--- config.mk ---
export PLATFORM = sky130hd
export DESIGN_NAME = nn_layer_sched
export DESIGN_NICKNAME = d
export VERILOG_FILES = /design/src/rtl/nn_pkg.sv /design/src/rtl/nn_requant.sv /design/src/rtl/nn_layer_sched.sv
export SDC_FILE = /design/constraint.sdc
export NUM_CORES = 1
export LEC_CHECK = 0
export CORE_AREA = 2 2 320 322
export DETAILED_ROUTE_END_ITERATION = 7
export DIE_AREA = 0 0 322 324
export HOLD_SLACK_MARGIN = 0.08
export PLACE_DENSITY = 0.43
export SYNTH_ARGS = -nofsm -noshare
export SYNTH_HDL_FRONTEND = slang
export SYNTH_SLANG_ARGS = --single-unit
--- constraint.sdc ---
create_clock -name clk -period 4.5 [get_ports clk]
set_input_delay 0.9 -clock clk [delete_from_list [all_inputs] [get_ports clk]]
set_output_delay 0.9 -clock clk [all_outputs]
set_load 0.02 [all_outputs]
--- src/rtl/nn_pkg.sv ---
// Shared types, default sizes and requantisation helpers for the layer sequencer.
package nn_pkg;

    localparam int unsigned DefW    = 16;
    localparam int unsigned DefAccW = 32;
    localparam int unsigned DefFrac = 12;
    localparam int unsigned DefDim  = 16;

    typedef enum logic [2:0] {
        StIdle,
        StIssue,
        StWait,
        StWb,
        StResp
    } state_e;

    // Layer-index width, never narrower than one bit.
    function automatic int unsigned layer_w(input int unsigned n);
        return (n > 1) ? $clog2(n) : 1;
    endfunction

    // Arithmetic shift right by frac, then clamp to the signed w-bit range.
    function automatic logic signed [63:0] requant_sat(input logic signed [63:0] x,
                                                       input int unsigned frac,
                                                       input int unsigned w);
        logic signed [63:0] q;
        logic signed [63:0] hi;
        logic signed [63:0] lo;
        q  = x >>> frac;
        hi = (64'sd1 <<< (w - 1)) - 64'sd1;
        lo = -(64'sd1 <<< (w - 1));
        if (q > hi) begin
            return hi;
        end else if (q < lo) begin
            return lo;
        end
        return q;
    endfunction

    function automatic logic signed [63:0] relu(input logic signed [63:0] x);
        return (x < 0) ? 64'sd0 : x;
    endfunction

endpackage

--- src/rtl/nn_requant.sv ---
// DIM-wide combinational requantise (shift + saturate) with optional ReLU.
module nn_requant
    import nn_pkg::*;
#(
    parameter int unsigned W     = DefW,
    parameter int unsigned ACC_W = DefAccW,
    parameter int unsigned FRAC  = DefFrac,
    parameter int unsigned DIM   = DefDim
) (
    input  logic [DIM*ACC_W-1:0] i_res,
    input  logic                 i_relu,
    output logic [DIM*W-1:0]     o_act
);

    logic signed [63:0] w_v;

    // Per-element shift, clamp and optional rectification.
    always_comb begin
        o_act = '0;
        w_v   = '0;
        for (int i = 0; i < DIM; i++) begin
            w_v = 64'(signed'(i_res[i*ACC_W +: ACC_W]));
            w_v = requant_sat(w_v, FRAC, W);
            if (i_relu) begin
                w_v = relu(w_v);
            end
            o_act[i*W +: W] = W'(w_v);
        end
    end

endmodule

--- src/rtl/nn_layer_sched.sv ---
// Layer-by-layer inference sequencer driving a shared matrix-vector engine.
// Optional engine watchdog enabled by defining NN_LAYER_SCHED_WATCHDOG_EN.
module nn_layer_sched
    import nn_pkg::*;
#(
    parameter int unsigned W       = DefW,
    parameter int unsigned ACC_W   = DefAccW,
    parameter int unsigned FRAC    = DefFrac,
    parameter int unsigned DIM     = DefDim,
    parameter int unsigned NLAYERS = 3
`ifdef NN_LAYER_SCHED_WATCHDOG_EN
    ,
    parameter int unsigned TIMEOUT = 1024
`endif
) (
    input  logic                         clk,
    input  logic                         rst,
    input  logic                         i_req_valid,
    output logic                         o_req_ready,
    input  logic [W-1:0]                 i_req_data,
    output logic                         o_rsp_valid,
    input  logic                         i_rsp_ready,
    output logic [W-1:0]                 o_rsp_data,
    output logic                         o_rsp_err,
    output logic                         o_busy,
    output logic                         o_eng_start,
    output logic [layer_w(NLAYERS)-1:0]  o_eng_layer,
    output logic [DIM*W-1:0]             o_eng_vec,
    input  logic                         i_eng_done,
    input  logic [DIM*ACC_W-1:0]         i_eng_res
);

    localparam int unsigned     LW        = layer_w(NLAYERS);
    localparam logic [LW-1:0]   LastLayer = LW'(NLAYERS - 1);

    state_e             r_state;
    logic               r_req_ready;
    logic               r_rsp_valid;
    logic [W-1:0]       r_rsp_data;
    logic               r_busy;
    logic               r_eng_start;
    logic [LW-1:0]      r_layer;
    logic [DIM*W-1:0]   r_act;

    logic [DIM*W-1:0]   w_act_relu;
    logic [W-1:0]       w_final0;

`ifdef NN_LAYER_SCHED_WATCHDOG_EN
    localparam int unsigned   WdW    = $clog2(TIMEOUT + 1);
    localparam logic [WdW-1:0] WdLast = WdW'(TIMEOUT - 1);
    logic               r_rsp_err;
    logic [WdW-1:0]     r_wdog;
    assign o_rsp_err = r_rsp_err;
`else
    assign o_rsp_err = 1'b0;
`endif

    // Hidden-layer activations are always rectified.
    nn_requant #(
        .W    (W),
        .ACC_W(ACC_W),
        .FRAC (FRAC),
        .DIM  (DIM)
    ) u_requant (
        .i_res (i_eng_res),
        .i_relu(1'b1),
        .o_act (w_act_relu)
    );

    // Final-layer element 0 keeps its sign (no ReLU).
    assign w_final0 = W'(requant_sat(64'(signed'(i_eng_res[ACC_W-1:0])), FRAC, W));

    assign o_req_ready = r_req_ready;
    assign o_rsp_valid = r_rsp_valid;
    assign o_rsp_data  = r_rsp_data;
    assign o_busy      = r_busy;
    assign o_eng_start = r_eng_start;
    assign o_eng_layer = r_layer;
    assign o_eng_vec   = r_act;

    // Sequencer FSM with registered outputs.
    always_ff @(posedge clk) begin
        if (rst) begin
            r_state     <= StIdle;
            r_req_ready <= 1'b1;
            r_rsp_valid <= 1'b0;
            r_rsp_data  <= '0;
            r_busy      <= 1'b0;
            r_eng_start <= 1'b0;
            r_layer     <= '0;
            r_act       <= '0;
`ifdef NN_LAYER_SCHED_WATCHDOG_EN
            r_rsp_err   <= 1'b0;
            r_wdog      <= '0;
`endif
        end else begin
            r_eng_start <= 1'b0;
            unique case (r_state)
                StIdle: begin
                    if (i_req_valid) begin
                        r_act       <= {{((DIM - 1) * W){1'b0}}, i_req_data};
                        r_layer     <= '0;
                        r_eng_start <= 1'b1;
                        r_req_ready <= 1'b0;
                        r_busy      <= 1'b1;
                        r_state     <= StIssue;
                    end
                end
                StIssue: begin
`ifdef NN_LAYER_SCHED_WATCHDOG_EN
                    r_wdog  <= '0;
`endif
                    r_state <= StWait;
                end
                StWait: begin
                    if (i_eng_done) begin
                        r_state <= StWb;
                    end
`ifdef NN_LAYER_SCHED_WATCHDOG_EN
                    else if (r_wdog == WdLast) begin
                        r_rsp_valid <= 1'b1;
                        r_rsp_data  <= '0;
                        r_rsp_err   <= 1'b1;
                        r_state     <= StResp;
                    end else begin
                        r_wdog <= r_wdog + 1'b1;
                    end
`endif
                end
                StWb: begin
                    if (r_layer != LastLayer) begin
                        r_act       <= w_act_relu;
                        r_layer     <= r_layer + 1'b1;
                        r_eng_start <= 1'b1;
                        r_state     <= StIssue;
                    end else begin
                        r_rsp_valid <= 1'b1;
                        r_rsp_data  <= w_final0;
`ifdef NN_LAYER_SCHED_WATCHDOG_EN
                        r_rsp_err   <= 1'b0;
`endif
                        r_state     <= StResp;
                    end
                end
                StResp: begin
                    if (i_rsp_ready) begin
                        r_rsp_valid <= 1'b0;
                        r_req_ready <= 1'b1;
                        r_busy      <= 1'b0;
                        r_state     <= StIdle;
                    end
                end
                default: r_state <= StIdle;
            endcase
        end
    end

endmodule

Yosys cells after proc, flatten, opt, wreduce, memory -nomap -nowiden
Index checks and enable logic that the tools add are counted.
- word-level logic and storage cells: 195
- register bits after elaboration: 281
- output and inout bits: 279
- input port bits: 533
- magnitude comparators: 48
- $add $sub $neg: 1
- bitwise logic cells: 1
- reduce and logical (&&, ||, !) cells: 9
- multiplexer cells: 118
- equality and inequality tests: 10
- operators with widths (kind ; number):
    $mux W64 ; 48
    $lt A64 B1 Y1 const B ; 16
    $mux W256 ; 2
    $pmux W256 S2 ; 1
    $gt A20 B16 Y1 const B ; 16
    $lt A20 B16 Y1 const B ; 16
    $mux W16 ; 16
    $mux W1 ; 39
    $pmux W3 S5 ; 1
    $mux W3 ; 4
    $ne A2 B2 Y1 const B ; 6
    $reduce_and A3 Y1 ; 4
    $pmux W1 S2 ; 4
    $eq A3 B2 Y1 const B ; 2
    $reduce_bool A2 Y1 ; 3
    $mux W2 ; 2
    $pmux W2 S2 ; 1
    $eq A3 B1 Y1 const B ; 1
    $eq A3 B3 Y1 const B ; 1
    $logic_not A3 Y1 ; 1
    $add A2 B1 Y2 const B ; 1
    $reduce_and A2 Y1 ; 1
    $not A1 Y1 ; 1

Depth between registers and ports, before layout
- depth in word-level cells: 8
- mapped depth: 9
- mapped depth without buffers: 5

Hierarchy
A second synthesis with hierarchy kept.
- cell total of the unflattened synthesis: 1727
- area total of the unflattened synthesis: 14279.9 um^2
- modules (own cells, without submodules) (module ; area each (um^2) ; times used ; sequential area each (um^2) ; cells each):
    nn_layer_sched ; 11576.1 ; 1 ; 5625.4 ; 1339
    nn_requant ; 2703.8 ; 1 ; 0.0 ; 388

Worst setup path before layout
Ideal clock, no wire load.
- kind: input to register
- from: input port i_eng_res[511]
- to: register r_act[245] (netlist: o_eng_vec[245])
- buffers on the path: 3
- data required time: 4.357 ns
- setup slack: 2.197 ns
- stages: 6
- arrival time: 2.160 ns
- library setup time: 0.143 ns
- cell sequence: buf_2 -> or4_1 -> clkbuf_1 -> clkbuf_1 -> nor3_1 -> o32ai_2
- cells in the longest elaborated chain, start to end: 8
- elaborated cells between the ends (all ways): 10
- classes of those cells: order compare (3); mux (7)
- ends and longest elaborated chain (item ; RTL line ; RTL):
    start: declaration ; nn_layer_sched.sv:30 ; input logic [DIM*ACC_W-1:0] i_eng_res
    $lt A20 B16 Y1 ; nn_pkg.sv:34 ; end else if (q < lo) begin
    $mux W1 ; nn_pkg.sv:34 ;
    $mux W1 ; nn_pkg.sv:32 ; if (q > hi) begin
    $mux W64 (*) ; nn_pkg.sv:37 ; return q;
    $lt A64 B1 Y1 ; nn_pkg.sv:41 ; return (x < 0) ? 64'sd0 : x;
    $mux W16 (*) ; nn_pkg.sv:41 ;
    $mux W256 (*) ; nn_layer_sched.sv:131 ; if (r_layer != LastLayer) begin
    $pmux W256 S2 (*) ; nn_layer_sched.sv:98 ; unique case (r_state)
    end signal: assignment ; nn_layer_sched.sv:101 ; r_act <= {{((DIM - 1) * W){1'b0}}, i_req_data};
    end signal: assignment ; nn_layer_sched.sv:132 ; r_act <= w_act_relu;
    end: declaration ; nn_layer_sched.sv:43 ; logic [DIM*W-1:0] r_act;
Every way passes the cells marked *; elsewhere a longest branch is shown, timed or not. The select of a mux whose other input is x is not followed.
A chain may end at the register's enable or synchronous reset.

Final worst setup path
- from: register r_layer[0] (netlist: o_eng_layer[0])
- to: register r_act[19] (netlist: o_eng_vec[19])
- cells in the longest elaborated chain, start to end: 3
- ends and longest elaborated chain (item ; RTL line ; RTL):
    start: declaration ; nn_layer_sched.sv:42 ; logic [LW-1:0] r_layer;
    start signal: assignment ; nn_layer_sched.sv:133 ; r_layer <= r_layer + 1'b1;
    $ne A2 B2 Y1 ; nn_layer_sched.sv:131 ;
    $ne A2 B2 Y1 (no source line) ; n/a ;
    $reduce_and A3 Y1 (no source line) ; n/a ;
Every way passes these cells.

==> impl_results.md <==
- Int Power: 0.00493 W
- RR Startpoint: o_eng_layer[0]
- Relative max-transition margin: 0.221
- Synth Area per Inst: 9.70 um2
- Routed Antenna Nets: 0
- Final period utilization: 0.621
- CP most frequent cell: buf_4
- Critical path cell sequence: inv_1 > ha_1 > nor4bb_4 > buf_4 > or3_4 > buf_4 > o32ai_2
- Critical path type: flip-flop to flip-flop
- Routed wire length: 61.1 mm
- First-pass GRT wire length: 86.0 mm
- CP Max Fanout: 32
- Status: finished clean
- CTS Root Cell: clkbuf_16
- Worst reg2reg endpoint: o_eng_vec[19]
- Max Cap Violations: 0
- Area leader, netlist: dfxtp_1
- Post-Synthesis Cell Area: 12400 um2
- Clock Skew: 18.6 ps
- R2R cell count: 7
- PwrDens: 319 nW/um2
- Detailed-route DRC error count: 0
- Port bufs: 618
- Fillers: 11000
- Slowest stage delay, CP: 610 ps
- Final setup viols: 0
- Largest net degree at the start of global routing: 70
- Max H-tree Level: 2
- Tightest Hold Check Type: flip-flop to flip-flop
- RSZ-0062 raised after global routing: false
- Arrival @ worst endpoint: 3190 ps
- Worst skew pair latency: 570 ps
- Comb power frac: 0.159
- Die area: 104000 um2
- Fmax: 0.358 GHz
- Final hold violation count: 0
- Psw: 0.00178 W
- DIE WIDTH: 322 um
- Setup Buffers After CTS: 0
- TritonCTS clock tree: built
- Post-synthesis sequential area ratio: 0.455
- Vias in the first global route: 12800
- Setup TNS: 0 ps
- Wirelength per Cell: 19.3 um
- Final hold slack: 452 ps
- Core ar.: 101000 um2
- GRT Total Usage: 0.111
- Lkg Pwr: 6.39 nW
- Routability cong.: 0.779
- Vias: 12100
- GR Overflow Total: 0
- Area delta synth->final: 69.8%
- Clock buffer depth: 3
- Drt first pass iters: 4
- Worst reg2reg setup slack: 1710 ps
- Commonest cells after routing, fill and taps aside: clkdlybuf4s50_1 (618), dfxtp_1 (281), nor3_1 (241)
- Final Critical Period: 2790 ps
- CP max stage cell: or3_4
- Die H: 324 um
- Rows: 117
- Synth cell types: 40
- NumNets Final: 2367
- Fin. max-slew vios: 0
- Via-per-instance ratio: 3.83
- Worst setup EP type: flip-flop
- Initial antenna violation count: 6
- Share of the synthesized area in the top cell type: 0.455
- Post-Synthesis Cells: 1275
- DRT iter0 DRCs: 420
- Starting utilization of the core area: 0.122
- CTS buffer count: 37
- Hold depth: 2
- Sequential share of power: 0.391
- Post-CTS sizing: 0
- Slew @ Worst Pin: 1170 ps
- Power share of the clock group: 0.450
- Synth Register Bits: 281
- CTS sink count: 281
- Worst vdd ir: 0.208 mV
- IO Pins: 812
- Yosys Warn Count: 0
- Worst-path clk slew: 60 ps
- Critical path's top delay family: simple AND/OR/NAND/NOR gates
- HPWL Detailed: 47.1 mm
- Crit path required time: 4900 ps
- Buffer and inverter count on the worst path: 3
- Hold path startpoint: o_req_ready
- Commonest non-fill, non-tap cell in the layout: clkdlybuf4s50_1
- Hold buffer count at CTS: 0
- Worst hold path endpoint: o_req_ready
- Synthesized Nets: 1809
- Synth area leaders: dfxtp_1 (45%), o32ai_2 (13%), nor3_1 (9.8%), o32ai_1 (8.9%), inv_1 (6.9%)
- Crit path launch type: flip-flop
- Ratio of cells with drive above 1 in the final layout: 0.107
- Switch share: 0.266
==> state kept, by name, summed over array words and instances, names as in the netlist <==
name	count
o_eng_layer	2
r_state	3
o_eng_start	1
o_rsp_valid	1
o_eng_vec	256
o_req_ready	1
o_busy	1
o_rsp_data	16
==> cells by family after synthesis <==
logic type | synth area share
AO/OA/AOI/OAI | 0.262
XOR/XNOR | 0.000708
adder cells (fa/ha/maj) | 0.00101
AND/OR/NAND/NOR | 0.147
multiplexers | 0.00162
flip-flops | 0.455
buffers and inverters | 0.132
other | 0.000303
==> synth_stat cells <==
master / instances
a21oi_1: 5
o32ai_2: 100
xnor2_1: 1
and4bb_2: 1
a21o_1: 15
o211ai_1: 15
nor4b_4: 1
dfxtp_1: 281
and2_1: 16
nand2_1: 4
nand3_1: 4
a32o_1: 1
or4_1: 17
buf_2: 16
buf_8: 11
nand3b_1: 18
or4b_1: 1
or3_1: 1
or4bb_1: 1
a22o_1: 16
buf_1: 1
a31oi_1: 16
mux2i_1: 2
nand2b_1: 1
nor2_1: 3
o211a_1: 1
a211o_1: 1
buf_4: 17
o32ai_1: 125
conb_1: 1
and4_1: 1
inv_1: 227
o21ai_0: 1
clkbuf_1: 84
nor3_1: 242
nand4b_1: 1
nor2b_1: 16
ha_1: 1
buf_6: 8
nor4bb_1: 1
==> area by class of cell <==
type	count	area [um2]	share of cell area
clock inverters	13	180	0.00858
well taps	1309	1640	0.0780
diodes	4	10.0	0.000477
clock buffers	49	1020	0.0486
multi-input cells	630	5140	0.245
repair buffers	656	6530	0.311
inverters	227	852	0.0406
flip-flops and latches	281	5630	0.268
==> tightest hold or removal path, cell delays in order, from the launching register on <==
cell and delay [ps]:
dfxtp_1 310, nand2_1 50, nand2_1 40
==> worst max-delay path by stage <==
stage | startpoint | to | slack [ps] | depth (start not counted)
global route | o_eng_layer[0] | o_eng_vec[19] | 1490 | 7
global placement | i_eng_res[63] | o_eng_vec[23] | 1180 | 4
floorplan | i_eng_res[511] | o_eng_vec[245] | 2200 | 6
CTS | o_eng_layer[0] | o_eng_vec[24] | 1630 | 7
detailed placement | i_eng_res[63] | o_eng_vec[24] | 1150 | 4
finish | o_eng_layer[0] | o_eng_vec[19] | 1710 | 7
==> power groups by stage <==
stage	Combinational (W)	Clock [W]	Sequential, W
final	0.00107	0.00302	0.00262
after CTS	0.00108	0.00317	0.00262
after global routing	0.00114	0.00325	0.00263
after detailed placement	0.00108	0	0.00267
after floorplan	0.000387	0	0.00275
after global placement	0.00107	0	0.00267
==> metrics by stage <==
stage	power [W]	util	std cells	worst slack (ps)	instance area (um2)
finish	0.00671	0.208	3169	1710	21000
global route	0.00702	0.208	3165	1490	21000
CTS	0.00687	0.208	3165	1630	21000
detailed placement	0.00375	0.196	3103	1150	19800
global placement	0.00374	0.196	3103	1180	19800
floorplan	0.00313	-	1275	2200	12400
==> per-layer routing <==
layer  wire length (um)  part of all wire  track usage
met4               1640             0.027       0.0348
met5                 57           0.00093            0
met3               6300              0.10       0.0520
met1              24700              0.40        0.125
met2              28400              0.46        0.184
Power figures use the tool's default switching activity.
